==> config.mk <==
export PLATFORM = sky130hd
export DESIGN_NAME = fpu_addsub_arbiter
export DESIGN_NICKNAME = d
export VERILOG_FILES = /design/src/rtl/fpu_pkg.sv /design/src/rtl/sync_fifo.sv /design/src/rtl/fpu_addsub_arbiter.sv
export SDC_FILE = /design/constraint.sdc
export NUM_CORES = 1
export LEC_CHECK = 0
export BUFFER_PORTS_ARGS = -buffer_cell sky130_fd_sc_hd__buf_2
export CAP_MARGIN = 0
export CORE_UTILIZATION = 54
export DETAILED_ROUTE_END_ITERATION = 10
export PLACE_DENSITY = 0.8
export SLEW_MARGIN = 20
export SYNTH_ARGS = -nofsm -noshare
export SYNTH_HDL_FRONTEND = slang
export SYNTH_HIERARCHICAL = 1
export SYNTH_SLANG_ARGS = --single-unit
==> constraint.sdc <==
create_clock -name clk -period 6.7 [get_ports clk]
set_clock_uncertainty 0.05 [all_clocks]
set_input_delay 0.67 -clock clk [delete_from_list [all_inputs] [get_ports clk]]
set_output_delay 0.67 -clock clk [all_outputs]
set_load 0.05 [all_outputs]
==> src/rtl/fpu_pkg.sv <==
// Shared definitions for the floating-point add/sub datapath and its front end.
package fpu_pkg;

   localparam int ADDSUB_LAT = 5;

   typedef enum logic {
      OP_ADD = 1'b0,
      OP_SUB = 1'b1
   } fpu_op_e;

endpackage : fpu_pkg

==> src/rtl/sync_fifo.sv <==
// Synchronous first-word-fall-through FIFO: the head entry is visible on dout
// whenever the FIFO is not empty; dout reads as zero when it is empty.
module sync_fifo #(
   parameter int WIDTH = 32,
   parameter int DEPTH = 8,
   localparam int AW = (DEPTH > 1) ? $clog2(DEPTH) : 1,
   localparam int CW = $clog2(DEPTH + 1)
) (
   input  logic             clk,
   input  logic             arst_n,
   input  logic             push,
   input  logic [WIDTH-1:0] din,
   input  logic             pop,
   output logic [WIDTH-1:0] dout,
   output logic             full,
   output logic             empty,
   output logic [CW-1:0]    count
);

   logic [WIDTH-1:0] mem [DEPTH];
   logic [AW-1:0]    wr_ptr_q, wr_ptr_d;
   logic [AW-1:0]    rd_ptr_q, rd_ptr_d;
   logic [CW-1:0]    count_q, count_d;
   logic             push_ok;
   logic             pop_ok;

   assign empty   = (count_q == '0);
   assign full    = (count_q == CW'(DEPTH));
   assign pop_ok  = pop && !empty;
   // A full FIFO can still take a push in the same cycle as a pop.
   assign push_ok = push && (!full || pop_ok);

   always_comb begin
      wr_ptr_d = wr_ptr_q;
      rd_ptr_d = rd_ptr_q;
      count_d  = count_q;
      if (push_ok) begin
         wr_ptr_d = (wr_ptr_q == AW'(DEPTH - 1)) ? '0 : wr_ptr_q + AW'(1);
      end
      if (pop_ok) begin
         rd_ptr_d = (rd_ptr_q == AW'(DEPTH - 1)) ? '0 : rd_ptr_q + AW'(1);
      end
      if (push_ok && !pop_ok) begin
         count_d = count_q + CW'(1);
      end else if (!push_ok && pop_ok) begin
         count_d = count_q - CW'(1);
      end
   end

   always_ff @(posedge clk) begin
      if (push_ok) begin
         mem[wr_ptr_q] <= din;
      end
   end

   always_ff @(posedge clk) begin
      if (!arst_n) begin
         wr_ptr_q <= '0;
         rd_ptr_q <= '0;
         count_q  <= '0;
      end else begin
         wr_ptr_q <= wr_ptr_d;
         rd_ptr_q <= rd_ptr_d;
         count_q  <= count_d;
      end
   end

   assign dout  = empty ? '0 : mem[rd_ptr_q];
   assign count = count_q;

endmodule : sync_fifo

==> src/rtl/fpu_addsub_arbiter.sv <==
// Round-robin front end sharing one fixed-latency add/sub pipeline between
// NREQ requesters, with credit-protected response buffering.
module fpu_addsub_arbiter
   import fpu_pkg::*;
#(
   parameter int WIDTH      = 32,
   parameter int NREQ       = 4,
   parameter int ID_W       = 2,
   parameter int PIPE_LAT   = ADDSUB_LAT,
   parameter int FIFO_DEPTH = 8
) (
   input  logic                  clk,
   input  logic                  arst_n,
   input  logic [NREQ-1:0]       req_valid,
   output logic [NREQ-1:0]       req_ready,
   input  logic [NREQ*WIDTH-1:0] req_a,
   input  logic [NREQ*WIDTH-1:0] req_b,
   input  logic [NREQ-1:0]       req_op,
   output logic [WIDTH-1:0]      fpu_a,
   output logic [WIDTH-1:0]      fpu_b,
   output logic                  fpu_op,
   input  logic [WIDTH-1:0]      fpu_r,
   output logic                  rsp_valid,
   input  logic                  rsp_ready,
   output logic [ID_W-1:0]       rsp_id,
   output logic [WIDTH-1:0]      rsp_r,
   output logic                  busy
);

   localparam int CRW = $clog2(FIFO_DEPTH + 1);
   localparam int FW  = ID_W + WIDTH;

   logic [CRW-1:0]   credit_q, credit_d;
   logic [ID_W-1:0]  last_q, last_d;
   logic [WIDTH-1:0] fpu_a_q, fpu_a_d;
   logic [WIDTH-1:0] fpu_b_q, fpu_b_d;
   logic             fpu_op_q, fpu_op_d;
   logic [PIPE_LAT:0] sh_vld_q;
   logic [ID_W-1:0]  sh_id_q [PIPE_LAT+1];

   logic             grant_any;
   logic [ID_W-1:0]  grant_id;
   logic [ID_W-1:0]  cand_id;
   logic             issue;
   logic             rsp_pop;
   logic             res_push;
   logic             fifo_push;
   logic             fifo_full;
   logic             fifo_empty;
   logic [CRW-1:0]   fifo_count;
   logic [FW-1:0]    fifo_dout;

   // Search starts one past the last winner; a zero credit means no slot is
   // left in the response FIFO for another result, so nothing is granted.
   always_comb begin
      grant_any = 1'b0;
      grant_id  = '0;
      cand_id   = '0;
      for (int k = 1; k <= NREQ; k++) begin
         cand_id = ID_W'((int'(last_q) + k) % NREQ);
         if (!grant_any && req_valid[cand_id]) begin
            grant_any = 1'b1;
            grant_id  = cand_id;
         end
      end
      if (!arst_n || credit_q == '0) begin
         grant_any = 1'b0;
      end
   end

   for (genvar gi = 0; gi < NREQ; gi++) begin : g_ready
      assign req_ready[gi] = grant_any && (grant_id == ID_W'(gi));
   end

   assign issue   = grant_any;
   assign rsp_pop = rsp_valid && rsp_ready;

   always_comb begin
      credit_d = credit_q;
      last_d   = last_q;
      fpu_a_d  = fpu_a_q;
      fpu_b_d  = fpu_b_q;
      fpu_op_d = fpu_op_q;
      if (issue && !rsp_pop) begin
         credit_d = credit_q - CRW'(1);
      end else if (!issue && rsp_pop) begin
         credit_d = credit_q + CRW'(1);
      end
      if (issue) begin
         last_d   = grant_id;
         fpu_a_d  = req_a[int'(grant_id)*WIDTH +: WIDTH];
         fpu_b_d  = req_b[int'(grant_id)*WIDTH +: WIDTH];
         fpu_op_d = req_op[grant_id];
      end
   end

   always_ff @(posedge clk) begin
      if (!arst_n) begin
         credit_q <= CRW'(FIFO_DEPTH);
         last_q   <= ID_W'(NREQ - 1);
         fpu_a_q  <= '0;
         fpu_b_q  <= '0;
         fpu_op_q <= 1'b0;
      end else begin
         credit_q <= credit_d;
         last_q   <= last_d;
         fpu_a_q  <= fpu_a_d;
         fpu_b_q  <= fpu_b_d;
         fpu_op_q <= fpu_op_d;
      end
   end

   // Shadow of the datapath: stage PIPE_LAT lines up with fpu_r. Only the
   // valids are reset, so stale datapath output after reset is never pushed.
   always_ff @(posedge clk) begin
      if (!arst_n) begin
         sh_vld_q <= '0;
      end else begin
         sh_vld_q <= {sh_vld_q[PIPE_LAT-1:0], issue};
      end
      sh_id_q[0] <= grant_id;
      for (int k = 1; k <= PIPE_LAT; k++) begin
         sh_id_q[k] <= sh_id_q[k-1];
      end
   end

   assign res_push  = sh_vld_q[PIPE_LAT];
   assign fifo_push = res_push && (!fifo_full || rsp_pop);

   sync_fifo #(
      .WIDTH(FW),
      .DEPTH(FIFO_DEPTH)
   ) u_rsp_fifo (
      .clk   (clk),
      .arst_n(arst_n),
      .push  (fifo_push),
      .din   ({sh_id_q[PIPE_LAT], fpu_r}),
      .pop   (rsp_pop),
      .dout  (fifo_dout),
      .full  (fifo_full),
      .empty (fifo_empty),
      .count (fifo_count)
   );

   assign rsp_valid = !fifo_empty;
   assign rsp_id    = fifo_dout[FW-1:WIDTH];
   assign rsp_r     = fifo_dout[WIDTH-1:0];
   assign fpu_a     = fpu_a_q;
   assign fpu_b     = fpu_b_q;
   assign fpu_op    = fpu_op_q;
   assign busy      = (credit_q != CRW'(FIFO_DEPTH)) || (fifo_count != '0);

endmodule : fpu_addsub_arbiter

==> summary.md <==
| Metric | Value |
|---|---|
| Status | `completed` |
| Clock latency on the worst-skew pair | `0.53 ns` |
| Total Wirelength | `46.6 mm` |
| WP buf/inv | `2` |
| Initial antenna violation count | `7` |
| Crit path time final | `3.90 ns` |
| Die H | `179 um` |
| Area contributors post-synth | `edfxtp_1 (48%), dfxtp_1 (12%), mux4_2 (9.1%)` |
| Largest net degree at the start of global routing | `116` |
| Per-cell routed wire length | `23.4 um` |
| Max Root-Sink Buffers | `3` |
| RSZ-0062 raised after global routing | `false` |
| Port Buffer Count | `403` |
| Reg2reg end | `u_rsp_fifo/count[3]` |
| Tot GR Track Use | `0.290` |
| Drt drc | `0` |
| CP arrival | `3.18 ns` |
| Most common flop cell mapped by yosys | `edfxtp_1` |
| Detailed Route Iter0 Violations | `846` |
| Total number of vias | `11740` |
| Post-Syn Instances | `1190` |
| Count leader, synth | `edfxtp_1` |
| Clock Pin Slew Worst Setup and Hold Paths | `0.06 ns` |
| Flop2flop setup slack | `3.19 ns` |
| ANT nets after route | `0` |
| Clock network fraction of total power | `0.354` |
| Row cnt | `64` |
| Hold Path Class | `reg -> reg` |
| Crit path max fanout | `41` |
| Fmax | `0.256 GHz` |
| Hold_ws | `0.275 ns` |
| CP Launch Type | `flop` |
| Seq pwr share | `0.428` |
| DP HPWL | `29.7 mm` |
| Rel. slew slack | `0.300` |
| Hold depth | `0` |
| Fin nets | `1867` |
| Pre-antenna DRT Iters | `5` |
| Hold_buf cts | `0` |
| Seq/Total Area, Yosys | `0.605` |
| Cell with the largest stage delay on the worst path | `dfxtp_4` |
| Initial core utilization | `0.550` |
| Static leakage | `8.08 nW` |
| Worst Max-Slew Pin Slew | `1.04 ns` |
| Worst path max stage delay | `0.91 ns` |
| MaxCap Viol Count | `0` |
| Synth Cell Area | `16900 um2` |
| Top-Level Pins | `404` |
| Hold Crit Start | `sh_id_q[3][0]` |
| Distinct cells, synth | `55` |
| Final Hold Vio Count | `0` |
| CTS tree | `done` |
| Period utilization | `0.583` |
| Worst r2r src | `u_rsp_fifo/count[1]` |
| Die X-Extent | `179 um` |
| Critical path class | `reg -> out` |
| Core Region | `30700 um2` |
| Ys async rst share | `0` |
| Count of pins over their slew limit | `0` |
| Worst IR Drop VDD | `0.000263 V` |
| Post-synth top cells | `edfxtp_1 (272), mux2i_1 (104), dfxtp_1 (102), nand2_1 (76), inv_1 (72)` |
| Sum Neg Setup Slack | `0 ns` |
| CP Cell Sequence | `buf_4 -> mux4_2 -> mux2i_1 -> nor2_1 -> buf_2` |
| Pint | `4.38 mW` |
| Kind of end point of the critical path | `output port` |
| GR Overflow Total | `0` |
| Final setup violation count | `0` |
| GPL Wtd Cong | `0.932` |
| Register bit total from synthesis | `374` |
| Global-route wire length before repair | `68.4 mm` |
| Sink Count | `374` |
| Yosys warns | `6` |
| Mapped Nets | `1500` |
| Pwr/cell area | `312 nW/um2` |
| Post-CTS Resized | `0` |
| Area leader, netlist | `edfxtp_1` |
| Switching power | `1.98 mW` |
| Die area | `31900 um2` |
| Avg Cell Area, Syn | `14.2 um2` |
| CP required | `5.98 ns` |
| Crit-path leading delay family | `flip-flops` |
| Clk root buf | `clkbuf_16` |
| Drt via density | `5.89` |
| P&R area growth vs syn | `21.1%` |
| Total CTS buffers | `39` |
| Share of layout cells above drive strength 1 | `0.407` |
| Vias in the first global route | `11855` |
| Post-synth EDFFs | `272` |
| Logic gate share of total power | `0.218` |
| Worst Reg2Reg Path Length in Cells | `14` |
| # H-tree levels | `2` |
| Share of the synthesized area in the top cell type | `0.484` |
| Sw Ratio | `0.311` |
| Hold Crit Endpoint | `sh_id_q[4][0]` |
| Post-CTS setup buffer count | `0` |
-- per-stage QoR --
step | area (um2) | total power, mW | utilization | setup slack, ns | std cells
floorplan | 16900 | 3.77 | - | 1.11 | 1190
global placement | 19100 | 4.13 | 0.621 | 3.13 | 1912
detailed placement | 19100 | 4.15 | 0.621 | 3.08 | 1912
CTS | 20400 | 6.40 | 0.665 | 2.70 | 1984
global route | 20400 | 6.58 | 0.666 | 2.57 | 1990
finish | 20400 | 6.37 | 0.666 | 2.80 | 1993
-- worst register-to-register path, stage by stage, from the launching register on --
cell and delay [ns]:
dfxtp_1 0.40, nor4_4 0.30, buf_4 0.49, inv_1 0.11, nand2_1 0.16, inv_1 0.10, o21ai_4 0.32, inv_2 0.11
ha_1 0.23, inv_1 0.14, ha_1 0.29, a21oi_1 0.22, a211oi_1 0.12, a31oi_1 0.18, mux2i_1 0.20
-- placed cells by master (no fill, tap or decap), drive strengths merged, types with 10 or more instances in the layout --
cell / n
and4: 64
mux4: 68
mux2i: 104
clkinv: 16
buf: 423
and2: 11
o21ai: 71
inv: 75
nand2: 79
o211ai: 66
dfxtp: 102
a31oi: 66
edfxtp: 272
nor2: 43
ha: 10
clkbuf: 49
-- logic make-up (layout without fill, tap and decap cells) --
family / Yosys count / count (layout) / synth area share
flops: 374 / 374 / 0.605
xor+xnor: 5 / 5 / 0.00260
compound gates: 220 / 220 / 0.0988
other cells: 0 / 9 / 0
simple gates: 237 / 237 / 0.0821
fa+ha+maj: 11 / 11 / 0.00861
buf+inv: 171 / 569 / 0.0499
mux: 172 / 172 / 0.153
-- layout make-up --
class / count / area (um2)
Antenna cell: 9 / 22.5
Clock buffer: 49 / 1080
Clock inverter: 23 / 253
Fill cell: 2243 / 10200
Inverter: 74 / 278
Multi-Input combinational cell: 645 / 5900
Sequential cell: 374 / 10200
Tap cell: 396 / 495
Timing Repair Buffer: 423 / 2170
-- power by group through the flow --
stage	clock (mW)	combinational, mW	sequential (mW)
6_report	2.26	1.39	2.72
5_1_grt	2.38	1.47	2.74
4_1_cts	2.29	1.39	2.72
3_5_place_dp	0	1.38	2.77
3_3_place_gp	0	1.36	2.76
2_1_floorplan	0	0.621	3.15
-- metal layers --
layer	track usage	vias up	wire length [um]
li1	-	5321	-
met1	0.340	5806	17000
met2	0.514	509	24200
met3	0.0617	104	3510
met4	0.120	0	1900
met5	0	-	0
-- how the worst max path moves through the flow --
| stage | endpoint | cells past startpoint | from |
|---|---|---|---|
| finish | rsp_r[16] | 5 | flop |
| global route | rsp_r[20] | 5 | flop |
| floorplan | u_rsp_fifo/mem[0][0] | 7 | u_rsp_fifo/count[0] |
| global placement | req_ready[0] | 7 | req_valid[1] |
| detailed placement | req_ready[0] | 7 | req_valid[1] |
| CTS | rsp_r[20] | 5 | flop |
-- flip-flops by register name (all words and copies together) (netlist names), named ones only --
signal,count
u_rsp_fifo/rd_ptr_q,3
fpu_op,1
u_rsp_fifo/mem,272
fpu_b,32
credit_q,4
fpu_a,32
sh_vld_q,6
u_rsp_fifo/count,4
u_rsp_fifo/wr_ptr_q,3
sh_id_q,12
last_q,2
Note: power is estimated with default switching activity, not from simulation.
